$ cat src/rtl/alu_op_sequencer_if.sv
// ---------------------------------------------------------------------------
// alu_op_sequencer_if
// Request/response bundle between the control/decode logic and the ALU
// operation sequencer.
//
// Parameters
//   DATA_W : operand/result width
//
// Signals
//   req_valid / req_ready : request handshake (controller -> sequencer)
//   req_op                : 4-bit ALU opcode
//   req_a / req_b         : operands
//   req_acc               : take operand a from the accumulator
//                           (present only with ALU_SEQ_ACC_EN defined)
//   rsp_valid / rsp_ready : response handshake (sequencer -> controller)
//   rsp_result            : captured ALU result
//   rsp_flags             : captured {carry, zero, negative, overflow}
//   rsp_err               : opcode was outside the legal range
//
// Modports
//   master : controller side, issues requests and consumes responses
//   slave  : sequencer side, accepts requests and produces responses
//
// Optional feature macro: ALU_SEQ_ACC_EN
// ---------------------------------------------------------------------------
interface alu_op_sequencer_if #(
  parameter int DATA_W = 16
);

  logic              req_valid;
  logic              req_ready;
  logic [3:0]        req_op;
  logic [DATA_W-1:0] req_a;
  logic [DATA_W-1:0] req_b;
`ifdef ALU_SEQ_ACC_EN
  logic              req_acc;
`endif
  logic              rsp_valid;
  logic              rsp_ready;
  logic [DATA_W-1:0] rsp_result;
  logic [3:0]        rsp_flags;
  logic              rsp_err;

`ifdef ALU_SEQ_ACC_EN
  modport master (
    output req_valid, req_op, req_a, req_b, req_acc, rsp_ready,
    input  req_ready, rsp_valid, rsp_result, rsp_flags, rsp_err
  );

  modport slave (
    input  req_valid, req_op, req_a, req_b, req_acc, rsp_ready,
    output req_ready, rsp_valid, rsp_result, rsp_flags, rsp_err
  );
`else
  modport master (
    output req_valid, req_op, req_a, req_b, rsp_ready,
    input  req_ready, rsp_valid, rsp_result, rsp_flags, rsp_err
  );

  modport slave (
    input  req_valid, req_op, req_a, req_b, rsp_ready,
    output req_ready, rsp_valid, rsp_result, rsp_flags, rsp_err
  );
`endif

endinterface

$ cat src/rtl/alu_op_sequencer.sv
// ---------------------------------------------------------------------------
// alu_op_sequencer
// Initiator side of the combinational ALU. Accepts an operation request,
// drives registered operands/opcode to the ALU, waits SETTLE_CYC cycles for
// the ALU paths to settle, captures result and flags, and returns them on a
// valid/ready response channel.
//
// Parameters
//   DATA_W     : operand/result width, must match the ALU instance
//   SETTLE_CYC : cycles from operand drive to result capture (>= 1)
//   CNT_W      : width of the completed-operation counter
//
// Ports
//   i_clk          : system clock, rising edge
//   i_rst_n        : asynchronous active-low reset
//   io_bus         : request/response channel (slave modport)
//   o_op_count     : completed response handshakes, wraps silently
//   o_alu_a/b      : registered operands to the ALU
//   o_alu_sel      : registered opcode to the ALU
//   i_alu_result   : ALU result
//   i_alu_carry    : ALU carry flag
//   i_alu_zero     : ALU zero flag
//   i_alu_negative : ALU negative flag
//   i_alu_overflow : ALU overflow flag
//
// Optional feature macro: ALU_SEQ_ACC_EN
//   When defined, an internal accumulator is loaded with every captured
//   result, and a request with req_acc=1 takes operand a from it.
// ---------------------------------------------------------------------------
module alu_op_sequencer #(
  parameter int DATA_W     = 16,
  parameter int SETTLE_CYC = 1,
  parameter int CNT_W      = 8
) (
  input  logic              i_clk,
  input  logic              i_rst_n,
  alu_op_sequencer_if.slave io_bus,
  output logic [CNT_W-1:0]  o_op_count,
  output logic [DATA_W-1:0] o_alu_a,
  output logic [DATA_W-1:0] o_alu_b,
  output logic [3:0]        o_alu_sel,
  input  logic [DATA_W-1:0] i_alu_result,
  input  logic              i_alu_carry,
  input  logic              i_alu_zero,
  input  logic              i_alu_negative,
  input  logic              i_alu_overflow
);

  // Highest legal opcode (NOT a); anything above is flagged as an error
  // but still issued to the ALU.
  localparam logic [3:0] OP_LAST = 4'b0101;

  // Settle counter needs at least one bit even when SETTLE_CYC is 1.
  localparam int SCNT_W = (SETTLE_CYC > 1) ? $clog2(SETTLE_CYC) : 1;
  localparam logic [SCNT_W-1:0] SETTLE_LOAD = SCNT_W'(SETTLE_CYC - 1);

  typedef enum logic [1:0] {
    IDLE   = 2'd0,
    SETTLE = 2'd1,
    RESP   = 2'd2
  } state_t;

  state_t              r_state;
  state_t              w_next_state;

  logic [SCNT_W-1:0]   r_cnt;
  logic                r_err_pend;
  logic [DATA_W-1:0]   r_alu_a;
  logic [DATA_W-1:0]   r_alu_b;
  logic [3:0]          r_alu_sel;
  logic [DATA_W-1:0]   r_rsp_result;
  logic [3:0]          r_rsp_flags;
  logic                r_rsp_err;
  logic [CNT_W-1:0]    r_op_count;

  logic                w_req_ready;
  logic                w_rsp_valid;
  logic                w_req_fire;
  logic                w_rsp_fire;
  logic                w_settle_done;
  logic                w_illegal;
  logic [DATA_W-1:0]   w_operand_a;

`ifdef ALU_SEQ_ACC_EN
  logic [DATA_W-1:0]   r_acc;
`endif

  // Handshake qualifiers derived from the current state.
  assign w_req_fire    = io_bus.req_valid && w_req_ready;
  assign w_rsp_fire    = w_rsp_valid && io_bus.rsp_ready;
  assign w_settle_done = (r_state == SETTLE) && (r_cnt == '0);
  assign w_illegal     = (io_bus.req_op > OP_LAST);

  // Operand a source: the accumulator can stand in for req_a so that
  // chained operations need not round-trip the result through the master.
`ifdef ALU_SEQ_ACC_EN
  assign w_operand_a = io_bus.req_acc ? r_acc : io_bus.req_a;
`else
  assign w_operand_a = io_bus.req_a;
`endif

  // State register. Reset drops any in-flight operation on the floor.
  always_ff @(posedge i_clk or negedge i_rst_n) begin
    if (!i_rst_n) begin
      r_state <= IDLE;
    end else begin
      r_state <= w_next_state;
    end
  end

  // Next-state and handshake outputs. Both ready and valid are pure
  // decodes of the registered state, so neither depends combinationally
  // on the opposite side of its channel.
  always_comb begin
    w_next_state = r_state;
    w_req_ready  = 1'b0;
    w_rsp_valid  = 1'b0;
    unique case (r_state)
      IDLE: begin
        w_req_ready = 1'b1;
        if (io_bus.req_valid) begin
          w_next_state = SETTLE;
        end
      end
      SETTLE: begin
        if (r_cnt == '0) begin
          w_next_state = RESP;
        end
      end
      RESP: begin
        w_rsp_valid = 1'b1;
        if (io_bus.rsp_ready) begin
          w_next_state = IDLE;
        end
      end
      default: begin
        w_next_state = IDLE;
      end
    endcase
  end

  // Operand/opcode registers toward the ALU. They hold after capture so the
  // ALU output stays quiet until the next accepted request.
  always_ff @(posedge i_clk or negedge i_rst_n) begin
    if (!i_rst_n) begin
      r_alu_a    <= '0;
      r_alu_b    <= '0;
      r_alu_sel  <= '0;
      r_err_pend <= 1'b0;
    end else if (w_req_fire) begin
      r_alu_a    <= w_operand_a;
      r_alu_b    <= io_bus.req_b;
      r_alu_sel  <= io_bus.req_op;
      r_err_pend <= w_illegal;
    end
  end

  // Settle counter: loaded with SETTLE_CYC-1 on acceptance so the capture
  // happens exactly SETTLE_CYC edges after the operands were registered.
  always_ff @(posedge i_clk or negedge i_rst_n) begin
    if (!i_rst_n) begin
      r_cnt <= '0;
    end else if (w_req_fire) begin
      r_cnt <= SETTLE_LOAD;
    end else if ((r_state == SETTLE) && (r_cnt != '0)) begin
      r_cnt <= r_cnt - 1'b1;
    end
  end

  // Response capture. Values are only written at the end of SETTLE, so they
  // stay stable throughout RESP and retain the last result afterwards.
  always_ff @(posedge i_clk or negedge i_rst_n) begin
    if (!i_rst_n) begin
      r_rsp_result <= '0;
      r_rsp_flags  <= '0;
      r_rsp_err    <= 1'b0;
    end else if (w_settle_done) begin
      r_rsp_result <= i_alu_result;
      r_rsp_flags  <= {i_alu_carry, i_alu_zero, i_alu_negative, i_alu_overflow};
      r_rsp_err    <= r_err_pend;
    end
  end

`ifdef ALU_SEQ_ACC_EN
  // Accumulator follows every captured result, including illegal-opcode
  // results (which the ALU reports as zero).
  always_ff @(posedge i_clk or negedge i_rst_n) begin
    if (!i_rst_n) begin
      r_acc <= '0;
    end else if (w_settle_done) begin
      r_acc <= i_alu_result;
    end
  end
`endif

  // Completed-operation counter, counts response handshakes and wraps.
  always_ff @(posedge i_clk or negedge i_rst_n) begin
    if (!i_rst_n) begin
      r_op_count <= '0;
    end else if (w_rsp_fire) begin
      r_op_count <= r_op_count + CNT_W'(1);
    end
  end

  assign io_bus.req_ready  = w_req_ready;
  assign io_bus.rsp_valid  = w_rsp_valid;
  assign io_bus.rsp_result = r_rsp_result;
  assign io_bus.rsp_flags  = r_rsp_flags;
  assign io_bus.rsp_err    = r_rsp_err;
  assign o_op_count        = r_op_count;
  assign o_alu_a           = r_alu_a;
  assign o_alu_b           = r_alu_b;
  assign o_alu_sel         = r_alu_sel;

endmodule

$ cat src/flat_wrapper.sv
// flat-port wrapper written by rule: the top's interface ports become plain ports
module alu_op_sequencer_flat 
#(
  parameter int DATA_W     = 16,
  parameter int SETTLE_CYC = 1,
  parameter int CNT_W      = 8
)
  (i_clk, i_rst_n, o_op_count, o_alu_a, o_alu_b, o_alu_sel, i_alu_result, i_alu_carry, i_alu_zero, i_alu_negative, i_alu_overflow, io_bus_req_valid, io_bus_req_op, io_bus_req_a, io_bus_req_b, io_bus_rsp_ready, io_bus_req_ready, io_bus_rsp_valid, io_bus_rsp_result, io_bus_rsp_flags, io_bus_rsp_err);
  alu_op_sequencer_if #(.DATA_W(DATA_W)) io_bus_i ();
  input  logic i_clk;
  input  logic i_rst_n;
  output logic [CNT_W-1:0] o_op_count;
  output logic [DATA_W-1:0] o_alu_a;
  output logic [DATA_W-1:0] o_alu_b;
  output logic [3:0] o_alu_sel;
  input  logic [DATA_W-1:0] i_alu_result;
  input  logic i_alu_carry;
  input  logic i_alu_zero;
  input  logic i_alu_negative;
  input  logic i_alu_overflow;
  input wire logic [$bits(io_bus_i.req_valid)-1:0] io_bus_req_valid;
  input wire logic [$bits(io_bus_i.req_op)-1:0] io_bus_req_op;
  input wire logic [$bits(io_bus_i.req_a)-1:0] io_bus_req_a;
  input wire logic [$bits(io_bus_i.req_b)-1:0] io_bus_req_b;
  input wire logic [$bits(io_bus_i.rsp_ready)-1:0] io_bus_rsp_ready;
  output wire logic [$bits(io_bus_i.req_ready)-1:0] io_bus_req_ready;
  output wire logic [$bits(io_bus_i.rsp_valid)-1:0] io_bus_rsp_valid;
  output wire logic [$bits(io_bus_i.rsp_result)-1:0] io_bus_rsp_result;
  output wire logic [$bits(io_bus_i.rsp_flags)-1:0] io_bus_rsp_flags;
  output wire logic [$bits(io_bus_i.rsp_err)-1:0] io_bus_rsp_err;
  assign io_bus_i.req_valid = io_bus_req_valid;
  assign io_bus_i.req_op = io_bus_req_op;
  assign io_bus_i.req_a = io_bus_req_a;
  assign io_bus_i.req_b = io_bus_req_b;
  assign io_bus_i.rsp_ready = io_bus_rsp_ready;
  assign io_bus_req_ready = io_bus_i.req_ready;
  assign io_bus_rsp_valid = io_bus_i.rsp_valid;
  assign io_bus_rsp_result = io_bus_i.rsp_result;
  assign io_bus_rsp_flags = io_bus_i.rsp_flags;
  assign io_bus_rsp_err = io_bus_i.rsp_err;
  alu_op_sequencer #(.DATA_W(DATA_W), .SETTLE_CYC(SETTLE_CYC), .CNT_W(CNT_W)) u_core (.i_clk(i_clk), .i_rst_n(i_rst_n), .io_bus(io_bus_i), .o_op_count(o_op_count), .o_alu_a(o_alu_a), .o_alu_b(o_alu_b), .o_alu_sel(o_alu_sel), .i_alu_result(i_alu_result), .i_alu_carry(i_alu_carry), .i_alu_zero(i_alu_zero), .i_alu_negative(i_alu_negative), .i_alu_overflow(i_alu_overflow));
endmodule
$ cat config.mk
export PLATFORM = sky130hd
export DESIGN_NAME = alu_op_sequencer_flat
export DESIGN_NICKNAME = d
export VERILOG_FILES = /design/src/rtl/alu_op_sequencer_if.sv /design/src/rtl/alu_op_sequencer.sv /design/src/flat_wrapper.sv
export SDC_FILE = /design/constraint.sdc
export NUM_CORES = 1
export LEC_CHECK = 0
export BUFFER_PORTS_ARGS = -buffer_cell sky130_fd_sc_hd__buf_2
export CAP_MARGIN = 20
export CORE_ASPECT_RATIO = 0.7
export CORE_MARGIN = 3
export CORE_UTILIZATION = 46
export CTS_CLUSTER_SIZE = 30
export DETAILED_ROUTE_END_ITERATION = 8
export GPL_TIMING_DRIVEN = 0
export MAX_ROUTING_LAYER = met4
export PLACE_DENSITY = 0.79
export SYNTH_ARGS = -nofsm -noshare
export SYNTH_HDL_FRONTEND = slang
export SYNTH_SLANG_ARGS = --single-unit
$ cat constraint.sdc
create_clock -name i_clk -period 1.7 [get_ports i_clk]
set_clock_uncertainty 0.05 [all_clocks]
set_input_delay 0.425 -clock i_clk [delete_from_list [all_inputs] [get_ports i_clk]]
set_output_delay 0.425 -clock i_clk [all_outputs]
set_load 0.005 [all_outputs]
* Word level (Yosys, flattened, before mapping)
Cells that the tools add are included.
Storage, ports and cells: bits in registers 69, input bits 60, output and inout port bits 67, word-level logic and storage cells 34
Cells by class: add/subtract/negate cells 2, order comparisons 1, equality and inequality tests 5, muxes and demuxes 8, bitwise logic cells 1, reduce and logical (&&, ||, !) cells 7
Operator list (number):
- adder 8 x 1 -> 8 bit, second input constant | 1
- two-way mux 2 bit | 3
- != test 2 bit, second input constant | 3
- one-hot mux 2 bit (3 select lines) | 1
- greater-than comparator 4 x 3 -> 1 bit, second input constant | 1
- logical AND 1 bit | 4
- two-way mux 1 bit | 4
- AND reduction 3 bit | 1
- == test 2 x 1 -> 1 bit, second input constant | 1
- == test 2 bit, second input constant | 1
- logical NOT 2 bit | 1
- nonzero test 2 bit | 1
- NOT 1 bit | 1
- subtractor 1 bit, second input constant | 1

* Logic depth before layout (Yosys ltp)
word-level depth 4, gate-level depth with buffers 5, gate-level depth less buffers 4

* Least setup slack after synthesis
OpenSTA, ideal clock, no wires.
path kind register to register, start point reg u_core.r_state[1], end point reg u_core.r_alu_a[0], in the netlist u_core.o_alu_a[0], data arrival time 1.286 ns, data required time 1.525 ns, setup slack 0.238 ns, stages on the path, launching flop included 5, path buffers 2, period minus slack after synthesis 1.462 ns, cells stage by stage dfrtp_1 > nor3b_2 > buf_6 > buf_6 > mux2_4
Between the ends: word-level cells in the longest chain between the ends 3
Ends and longest elaborated chain:
- start, declared | line alu_op_sequencer.sv:63 | state_t r_state;
- start signal, assigned | line alu_op_sequencer.sv:107 | r_state <= w_next_state;
- logical NOT 2 bit | line alu_op_sequencer.sv:118 | unique case (r_state)
- two-way mux 1 bit | line alu_op_sequencer.sv:118
- logical AND 1 bit | line alu_op_sequencer.sv:89 | assign w_req_fire = io_bus.req_valid && w_req_ready;
- end signal, assigned | line alu_op_sequencer.sv:151 | r_alu_a <= w_operand_a;
- end, declared | line alu_op_sequencer.sv:68 | logic [DATA_W-1:0] r_alu_a;
Every way passes these cells. A chain may end at the register's enable or synchronous reset.

* Worst setup path after layout
start point reg u_core.r_state[1], end point out io_bus_rsp_valid
Between the ends: word-level cells in the longest chain between the ends 2
Ends and longest elaborated chain:
- == test 2 bit | line alu_op_sequencer.sv:118
- two-way mux 1 bit | line alu_op_sequencer.sv:118
- end, declared | line flat_wrapper.sv:27 | output wire logic [$bits(io_bus_i.rsp_valid)-1:0] io_bus_rsp_valid;
Every way passes these cells.

==> results.toml <==
[die]
fp.dieH_um = 70.6
io_pins = 127
start_util_pct = 49.8
die_x_um = 98.3
core_area_mm2 = 0.00551
row_count = 22
dieArea_mm2 = 0.00694

[global_route]
gr-usage-all-layers_pct = 19.1
antenna_found_initial = 0
grt_pass1_vias = 1986
grt_pass1_wl_um = 9950
grt_max_degree = 70
overflow = 0

[place]
place_area_mm2 = 0.00346
globalplace.congestion = 0.773
dp_hpwl_um = 4440
port_buffers = 126

[setup_path]
crit_start = "u_core.r_state[1]$_DFFE_PN0P_"
endpoint = "io_bus_rsp_valid"
rr_startpoint = "u_core.r_state[1]$_DFFE_PN0P_"
r2r_cells = 4
critPathMaxFanout = 7
required_ns = 1.22
arrival_ns = 1.17
worstReg2RegEnd = "u_core.o_alu_a[1]$_DFFE_PN0P_"
end_kind = "output port"
cp-start-kind = "flip-flop"
path_class = "reg -> out"
rrSetupSlack_ns = 0.14

[drt]
drc = 0
viasPerCell = 4.85
wl_per_cell_um = 15.7
drt_iter0_markers = 55
dr.pass1.iters = 2
antenna_left = 0
vias = 1839
finalWirelength_um = 5940

[logic_synthesis]
ys_seq_area_share_pct = 63.0
synthCells = 167
yosysWarnings = 0
synth_cell_types = 24
synth_seq_cells = 69
synth_area_per_cell_um2 = 16.4
mappedNetlistArea_mm2 = 0.00274
synth_fp_nets = 228

[cts]
cts.clk_slew.worst_paths_ns = 0.07
cts-root-buf = "clkbuf_8"
numCtsBuffers = 9
clockBufferDepth = 2
hold_buffers = 0
postCtsSetupBuffers = 0
cts_tree = "built"
htreeDepth = 3
worstSkewPairLatency_ns = 0.33
cts_sinks = 69

[final_layout]
area_growth_pct = 33.7
num_antenna_cells = 0
final_area_mm2 = 0.00367
fin_nets = 365
drive_gt1_share_pct = 67.8
final_core_util_pct = 66.6

[timing]
worstMarginPinSlew_ns = 0.834
tns_ns = 0
fin_crit_ns = 1.64
hold_viol = 0
maxSlewViolCount = 0
fin_crit_sh_pct = 96.7
rsz0062_at_grt = "false"
timing.fmax_mhz = 609
holdWs_ns = 0.139
slew_headroom_pct = 44.4
setup_viol = 0

[power_and_ir_drop]
ir_worst_vdd_mv = 0.969
p_per_area_mw_per_mm2 = 1810
total_power_mw = 6.64
power.leakage_nw = 1.86

[hold_path]
hp-class = "in -> async"

[run_status]
status = "complete, no violations"

[run]
drv_cap = 0
==> synth_stat cells, drive strengths merged <==
master,count,area (µm²)
mux2i,1,10.0
ha,1,12.5
buf,6,53.8
a21oi,2,10.0
inv,1,3.75
a21o,1,7.51
nand4b,1,15.0
nor3,2,10.0
xor2,5,43.8
mux2,58,721
nand2,6,22.5
nand3,1,5.00
o21a,1,7.51
nor2,6,22.5
nor3b,2,31.3
xnor2,2,17.5
nor4,1,12.5
dfrtp,69,1730
and2b,1,8.76
==> area by class of cell <==
type | instances | area, µm²
Timing Repair Buffer | 126 | 633
Multi-Input combinational cell | 91 | 957
Fill cell | 447 | 1840
Sequential cell | 69 | 1730
Tap cell | 72 | 90.1
Inverter | 1 | 3.75
Buffer | 6 | 53.8
Clock buffer | 13 | 169
Clock inverter | 1 | 30.0
==> placed cells by master, fill, tap and decap left out, drive strengths merged <==
cell type and instances:
and2b 1, inv 1, a21oi 2, a21o 1, mux2 58, o21a 1, buf 132, nor2 6
xor2 5, nor4 1, nor3b 2, nor3 2, xnor2 2, bufinv 1, mux2i 1, dfrtp 69
nand3 1, nand2 6, nand4b 1, clkbuf 13, ha 1
==> flip-flops by register name (all words and copies together), names as in the netlist <==
name                      flops
u_core.io_bus.rsp_err         1
u_core.r_cnt                  1
u_core.o_op_count             8
u_core.io_bus.rsp_result     16
u_core.r_err_pend             1
u_core.io_bus.rsp_flags       4
u_core.o_alu_sel              4
u_core.o_alu_b               16
u_core.o_alu_a               16
u_core.r_state                2
==> metal layers <==
metal / part of all wire, % / GRT usage, % / up-vias
li1: - / - / 850
met1: 41 / 23.1 / 898
met2: 48 / 28.9 / 81
met3: 9.3 / 8.87 / 10
met4: 1.7 / 6.06 / 0
met5: 0 / - / -
==> logic make-up (layout without fill, tap and decap cells) <==
logic type	count (synthesis)	in the layout	synth area share, %
multiplexers	59	59	26.7
flip-flops	69	69	63.0
AND/OR/NAND/NOR	20	20	4.65
adder cells (fa/ha/maj)	1	1	0.456
buffers and inverters	7	147	2.10
AO/OA/AOI/OAI	4	4	0.913
XOR/XNOR	7	7	2.24
==> what timing repair did <==
| item | in CTS | in global routing |
|---|---|---|
| endpoints found under the hold margin | 0 | 0 |
| resized for setup | 2 | 0 |
| endpoints found under the setup margin | 1 | 0 |
==> worst min-delay path by stage <==
stage                                           startpoint                                endpoint  cells after the start
floorplan                                          i_rst_n       u_core.io_bus.rsp_err$_DFFE_PN0P_                      0
finish                                             i_rst_n           u_core.o_alu_b[1]$_DFFE_PN0P_                      1
detailed placement  u_core.io_bus.rsp_flags[1]$_DFFE_PN0P_  u_core.io_bus.rsp_flags[1]$_DFFE_PN0P_                      1
global route                                       i_rst_n           u_core.o_alu_b[1]$_DFFE_PN0P_                      1
CTS                                                i_rst_n           u_core.o_alu_b[1]$_DFFE_PN0P_                      1
global placement          u_core.o_op_count[7]$_DFFE_PN0P_        u_core.o_op_count[7]$_DFFE_PN0P_                      1
==> report_power, final <==
part	internal, mW	switching, mW
logic	1.50	0.935
clock network	0.783	0.551
registers	2.43	0.445
total	4.71	1.93
==> per-stage QoR <==
| step | cells | worst slack, ns |
|---|---|---|
| final | 379 | 0.0569 |
| after global routing | 379 | 0.00461 |
| after CTS | 379 | 0.0271 |
| after detailed placement | 365 | 0.0852 |
| after global placement | 365 | -0.193 |
| after floorplan | 167 | 0.238 |
==> critical path, cell delays in order (launching register included) <==
cell	delay (ns)
dfrtp_2	0.47
and2b_2	0.24
buf_2	0.13
(Power assumes the default switching activity.)
